===== config.mk =====
export PLATFORM = sky130hd
export DESIGN_NAME = fetch_pc_ctrl
export DESIGN_NICKNAME = d
export VERILOG_FILES = /design/src/rtl/fetch_pc_ctrl.sv
export SDC_FILE = /design/constraint.sdc
export NUM_CORES = 1
export LEC_CHECK = 0
export BUFFER_PORTS_ARGS = -buffer_cell sky130_fd_sc_hd__buf_2
export CAP_MARGIN = 0
export CORE_AREA = 4 4 108 120
export CTS_CLUSTER_DIAMETER = 100
export CTS_CLUSTER_SIZE = 28
export DETAILED_ROUTE_END_ITERATION = 16
export DIE_AREA = 0 0 112 124
export HOLD_SLACK_MARGIN = 0.03
export MAX_ROUTING_LAYER = met4
export PLACE_DENSITY = 0.88
export SYNTH_ARGS = -nofsm -noshare
export SYNTH_HDL_FRONTEND = slang
export SYNTH_SLANG_ARGS = --single-unit

===== constraint.sdc =====
create_clock -name clk -period 9.5 [get_ports clk]
set_input_delay 0.95 -clock clk [delete_from_list [all_inputs] [get_ports clk]]
set_output_delay 0.95 -clock clk [all_outputs]
set_load 0.005 [all_outputs]

===== src/rtl/fetch_pc_ctrl.sv =====
// Fetch-stage sequencer: owns the fetch PC, runs the single-outstanding
// instruction-memory handshake, squashes responses made stale by execute
// redirects and hands instructions to decode through a one-entry buffer.
module fetch_pc_ctrl #(
    parameter logic [31:0] RESET_PC  = 32'h0000_0000,
    parameter logic [31:0] NOP_INSTR = 32'h0000_0013
) (
    input  logic        clk,
    input  logic        rst,
    input  logic [31:0] next_pc,
    input  logic        ex_redirect_valid,
    input  logic [31:0] ex_redirect_pc,
    input  logic        stall,
    output logic        imem_req_valid,
    output logic [31:0] imem_req_addr,
    input  logic        imem_req_ready,
    input  logic        imem_rsp_valid,
    input  logic [31:0] imem_rsp_data,
    output logic [31:0] pc,
    output logic        if_valid,
    output logic [31:0] if_pc,
    output logic [31:0] if_instr,
    output logic [31:0] fetch_count
);

    typedef enum logic [1:0] {
        BOOT = 2'd0,
        REQ  = 2'd1,
        WAIT = 2'd2
    } state_t;

    state_t      state;
    logic        drop;
    logic [31:0] redirect_tgt;

    // Instruction fetches are word aligned; the low address bits of a
    // redirect target are ignored.
    function automatic logic [31:0] align_word(input logic [31:0] addr);
        return addr & 32'hFFFF_FFFC;
    endfunction

    assign redirect_tgt  = align_word(ex_redirect_pc);
    assign imem_req_addr = pc;

    // A request goes out only when no redirect is pending this cycle and the
    // buffer is empty or being drained, so a returning response always has room.
    always_comb begin
        imem_req_valid = 1'b0;
        if (state == REQ) begin
            imem_req_valid = !ex_redirect_valid && (!if_valid || !stall);
        end
    end

    // Sequencer: PC, outstanding/stale tracking, output buffer and counter.
    always_ff @(posedge clk or posedge rst) begin
        if (rst) begin
            state       <= BOOT;
            pc          <= RESET_PC;
            drop        <= 1'b0;
            if_valid    <= 1'b0;
            if_pc       <= 32'h0000_0000;
            if_instr    <= NOP_INSTR;
            fetch_count <= 32'h0000_0000;
        end else begin
            // Decode drains the buffer; a refill below takes precedence.
            if (if_valid && !stall) begin
                if_valid <= 1'b0;
            end
            case (state)
                BOOT: begin
                    if (ex_redirect_valid) begin
                        pc       <= redirect_tgt;
                        if_valid <= 1'b0;
                        if_instr <= NOP_INSTR;
                    end
                    state <= REQ;
                end
                REQ: begin
                    if (ex_redirect_valid) begin
                        pc       <= redirect_tgt;
                        if_valid <= 1'b0;
                        if_instr <= NOP_INSTR;
                    end else if (imem_req_valid && imem_req_ready) begin
                        state <= WAIT;
                    end
                end
                WAIT: begin
                    if (imem_rsp_valid) begin
                        // The one outstanding response has returned, so
                        // nothing stale can remain in flight.
                        state <= REQ;
                        drop  <= 1'b0;
                        if (ex_redirect_valid) begin
                            pc       <= redirect_tgt;
                            if_valid <= 1'b0;
                            if_instr <= NOP_INSTR;
                        end else if (!drop) begin
                            if_instr    <= imem_rsp_data;
                            if_pc       <= pc;
                            if_valid    <= 1'b1;
                            pc          <= next_pc;
                            fetch_count <= fetch_count + 32'd1;
                        end
                    end else if (ex_redirect_valid) begin
                        // Response still in flight belongs to the old path.
                        pc       <= redirect_tgt;
                        drop     <= 1'b1;
                        if_valid <= 1'b0;
                        if_instr <= NOP_INSTR;
                    end
                end
                default: begin
                    state <= BOOT;
                end
            endcase
        end
    end

endmodule


# Word-level counts from Yosys, hierarchy flattened
# Index checks and enable logic that the tools add are counted.
# word_totals
ram_bits,0
wordCells,54
n_memories,0
out_inout_bits,162
register_bits,132
romBits,0
latch_bits,0
# op_classes
reduce_logical,15
n_mux,23
n_mul,0
add_sub_neg,1
n_div,0
bitwise_logic,2
n_eq_ne,6
shift,0
n_lt_le_gt_ge,0
# op_table
op,count
32-bit two-way mux,8
32-bit one-hot mux with 2 select lines,2
32-bit by 1-bit adder with 32-bit output (second input constant),1
1-bit two-way mux,8
2-bit two-way mux,3
2-bit one-hot mux with 3 select lines,1
2-bit != test (second input constant),2
4-bit != test (second input constant),1
2-bit AND reduction,2
4-bit AND reduction,1
2-bit nonzero test,2
1-bit logical AND,3
1-bit zero test,3
3-bit AND reduction,1
2-bit by 1-bit equality test with 1-bit output (second input constant),1
2-bit equality test (second input constant),1
2-bit zero test,1
2-bit by 1-bit != test with 1-bit output (second input constant),1
1-bit NOT,2
1-bit one-hot mux with 2 select lines,1
2-bit OR reduction,1
1-bit logical OR,1

# Logic depth before layout (Yosys ltp)
# depth
word_depth,8
depth_mapped,8
depth_no_buf,5

# Least setup slack after synthesis
# No wires, ideal clock.
# synth_path
path_type,input to output
startpoint,input port stall
endpoint,output port imem_req_valid
slack_ps,6915
arrival_time_ps,1635
cell_stages,1
t_required_ps,8550
path_cell_list,a2111oi_0
# synth_via
elab_chain_cells,4
# synth_lines
item,line_no,rtl
from (decl),13,"input logic stall,"
1-bit zero test,50,imem_req_valid = !ex_redirect_valid && (!if_valid || !stall);
1-bit logical OR,50,
1-bit logical AND,50,
1-bit two-way mux,49,if (state == REQ) begin
to (decl),14,"output logic imem_req_valid,"
# No other way between the ends.

# Final worst setup path
# layout_path
startpoint,register drop
endpoint,register if_instr[22]
# layout_via
elab_chain_cells,2
# layout_lines
item,line_no,rtl
from (decl),33,logic drop;
from (signal assigned),59,drop <= 1'b0;
from (signal assigned),92,drop <= 1'b0;
from (signal assigned),107,drop <= 1'b1;
4-bit != test (no line),-,
2-bit AND reduction (no line),-,
to (signal assigned),98,if_instr <= imem_rsp_data;
to (decl),22,"output logic [31:0] if_instr,"
# No other way between the ends.
# A chain may end at the register's enable or synchronous reset.

==> metrics.md <==
| Metric | Value |
|---|---|
| Worst EP arrival | 3.35 ns |
| Clock skew | between 0.009 and 0.01 ns |
| Worst reg-to-reg setup slack | approximately 6.4 ns |
| Chip width | about 110 um |
| Max Clock Freq | ~330 MHz |
| Worst path slowest cell | o21ai_2 |
| Cell depth of the worst setup path | 5 |
| Crit Path Class | reg -> reg |
| Cts bufs inserted | 17 |
| Vias/cell | around 5.4 |
| Outcome | complete, no violations |
| Worst slew margin | 22.76% |
| Final TNS setup | 0 ns |
| CP Capture Type | flop |
| Final nets | around 890 |
| Final setup vio count | 0 |
| Sequential fraction of the synthesis area | between 50% and 60% |
| CP top delay family | compound AO/OA/AOI/OAI gates |
| Synth area leader | dfrtp_1 |
| Die Y-Extent | approximately 120 um |
| Worst Hold Depth | 2 |
| Worst Reg-to-Reg Cells | 5 |
| Worst Hold Launch | if_pc[30] |
| Clock buffer depth | 2 |
| Total power | 1.750 mW |
| First-pass GRT wire length | about 26000 um |
| Worst skew pair latency | around 0.4 ns |
| Crit path max fanout | 31 |
| Final wirelength | about 17000 um |
| FILL cells | a little under 1000 |
| Yosys top cell area share | a little under three fifths |
| Maximum VDD drop | ~120 uV |
| Crit. Startpoint | drop |
| I/O pins | 264 |
| Register Area | roughly 0.0033 mm^2 |
| Ys async rst share | between 90% and 100% |
| GRT Util Overall | 24.56% |
| GR Overflow Total | 0 |
| Dominant cells by area after synthesis | dfrtp_1 56%, nand2_1 7.6%, a22o_1 4.8% |
| Slew Limit Fails | 0 |
| Worst path cell trace | and3b_1 > o21ai_2 > o21ai_2 > buf_4 > a22o_1 |
| Final core occ | 63.94% |
| Final hold vios | 0 |
| Routability cong. | roughly 0.84 |
| Post-route DRC | 0 |
| Area delta synth->final | 30.47% |
| Type of origin of the critical path | flop |
| Worst Hold Class | reg -> reg |
| PortBufs | 261 |
| Die area | between 0.01 and 0.015 mm^2 |
| Most common cell after layout, fill and taps aside | buf_2 |
| Clock slew at reported path FFs | about 0.060 ns |
| Initial core utilization | between 40% and 50% |
| Hold Buf Count CTS | 0 |
| Critical path buffers and inverters | 1 |
| MaxCap Viol Count | 0 |
| CP most frequent cell | o21ai_2 |
| Largest net degree at the start of global routing | 70 |
| HPWL after detailed placement | 11970 um |
| Crit path required time | between 9 and 10 ns |
| EDFF count, synth | 0 |
| Period utilization | approximately 32% |
| Final ANT Viol Nets | 0 |
| Post-Syn Instances | about 560 |
| CTS tree | yes |
| Initial antenna violation count | 1 |
| Rows | 42 |
| Critical Path Max Stage Delay | slightly below 0.9 ns |
| Layout cells sized above 1 | ~40% |
| Synth Cell Area | 0.005794 mm^2 |
| Clock tree root buffer cell | clkbuf_16 |
| First-pass iteration count of the detailed router | 5 |
| Area of the multi-input gates | roughly 0.0021 mm^2 |
| DR WL/cell | around 18 um |
| Yosys cell types | 40 |
| Synth Area per Inst | 10.31 um^2 |
| Syn Nets | ~670 |
| Most frequent cells in the layout | 261 x buf_2, 129 x dfrtp_1, 118 x nand2_1, 33 x a21oi_1, 32 x a22o_1 |
| Synth warnings | 0 |
| Post-CTS Setup Bufs | 0 |
| Critical R2R Launch | drop |
| Via count | 5163 |
| First DRT Iteration DRCs | just under 400 |
| P_leak | 4.095 nW |
| H-tree lvl count | 4 |
| Slew @ Worst Pin | 1.159 ns |
| Core Area | 0.01182 mm^2 |
| Vias in the first global route | around 5000 |
| Top FF cell, synth | dfrtp_1 |
| PD cells | about 230 mW/mm^2 |
| Reg-to-reg endpoint | if_instr[22] |
| Tmin final | 3.056 ns |
| Clock sink count | between 100 and 150 |
| WHS Endpoint | if_pc[30] |
| Post-CTS sizing | 0 |
| Number of synthesized register bits | between 100 and 150 |
| RSZ-0062 raised after global routing | false |
==> cell usage after synthesis (5+ instances only) <==
library cell,instances
inv_1,5
clkbuf_1,22
nand4_1,9
nand3_1,8
xor2_1,13
xnor2_1,18
dfrtp_1,129
buf_2,7
or3_1,24
a21oi_1,33
o21ai_0,30
o22ai_1,24
buf_4,32
nor2_1,10
a22o_1,32
and4_1,5
and3_1,11
nand2_1,118
==> state kept, by name, indices dropped and copies added, names as in the netlist <==
name / flops
fetch_count: 32
state: 2
if_valid: 1
drop: 1
if_instr: 32
if_pc: 32
imem_req_addr: 32
==> kinds of logic after synthesis <==
group,synth area share (%)
buffers and inverters,6.694
flip-flops,57.07
XOR/XNOR,4.686
adder cells (fa/ha/maj),0.2159
AND/OR/NAND/NOR,17.28
AO/OA/AOI/OAI,14.06
==> worst min-delay path, delay by kind of cell, from the launching register on <==
| kind | cells | cell delay [ns] |
|---|---|---|
| AND/OR/NAND/NOR | 2 | 0.11 |
| flip-flops | 1 | 0.34 |
==> cell type report <==
type | instances | share of cell area [%]
inverters | 5 | 0.2814
clock inverters | 15 | 2.218
multi-input cells | 361 | 27.87
diodes | 1 | 0.03310
repair buffers | 265 | 17.68
clock buffers | 17 | 5.627
flip-flops and latches | 132 | 43.74
well taps | 154 | 2.549
==> metrics by stage <==
stage               hold WS [ns]  area (um^2)  worst slack, ns  cells
CTS                       0.4721         7557            6.399    949
global placement          0.4536         6964            6.131    917
detailed placement        0.4566         6964            6.116    917
finish                    0.4702         7560            6.444    950
global route              0.4903         7560            6.236    950
floorplan                 0.4647         5794            5.029    562
==> power by group <==
group          switching (mW)  total, mW  internal [mW]  leakage [nW]
clock network           0.268      0.662          0.394         0.285
logic                   0.172      0.328          0.156          2.08
registers               0.103      0.760          0.657          1.73
total                   0.543       1.75           1.21          4.09
==> how the worst max path moves through the flow <==
stage and to:
6_report if_instr[22], 5_1_grt if_instr[22], 4_1_cts if_instr[17], 3_5_place_dp if_instr[7], 3_3_place_gp if_instr[25], 2_1_floorplan drop
==> metal layers <==
metal  up-vias  global-route usage, %  share of wire, %
li1       2373                      -                 -
met1      2528                  30.17                39
met2       239                  41.53                52
met3        23                  3.887               6.8
met4         0                  9.316               1.6
met5         -                      -                 0
(Power assumes the default switching activity.)
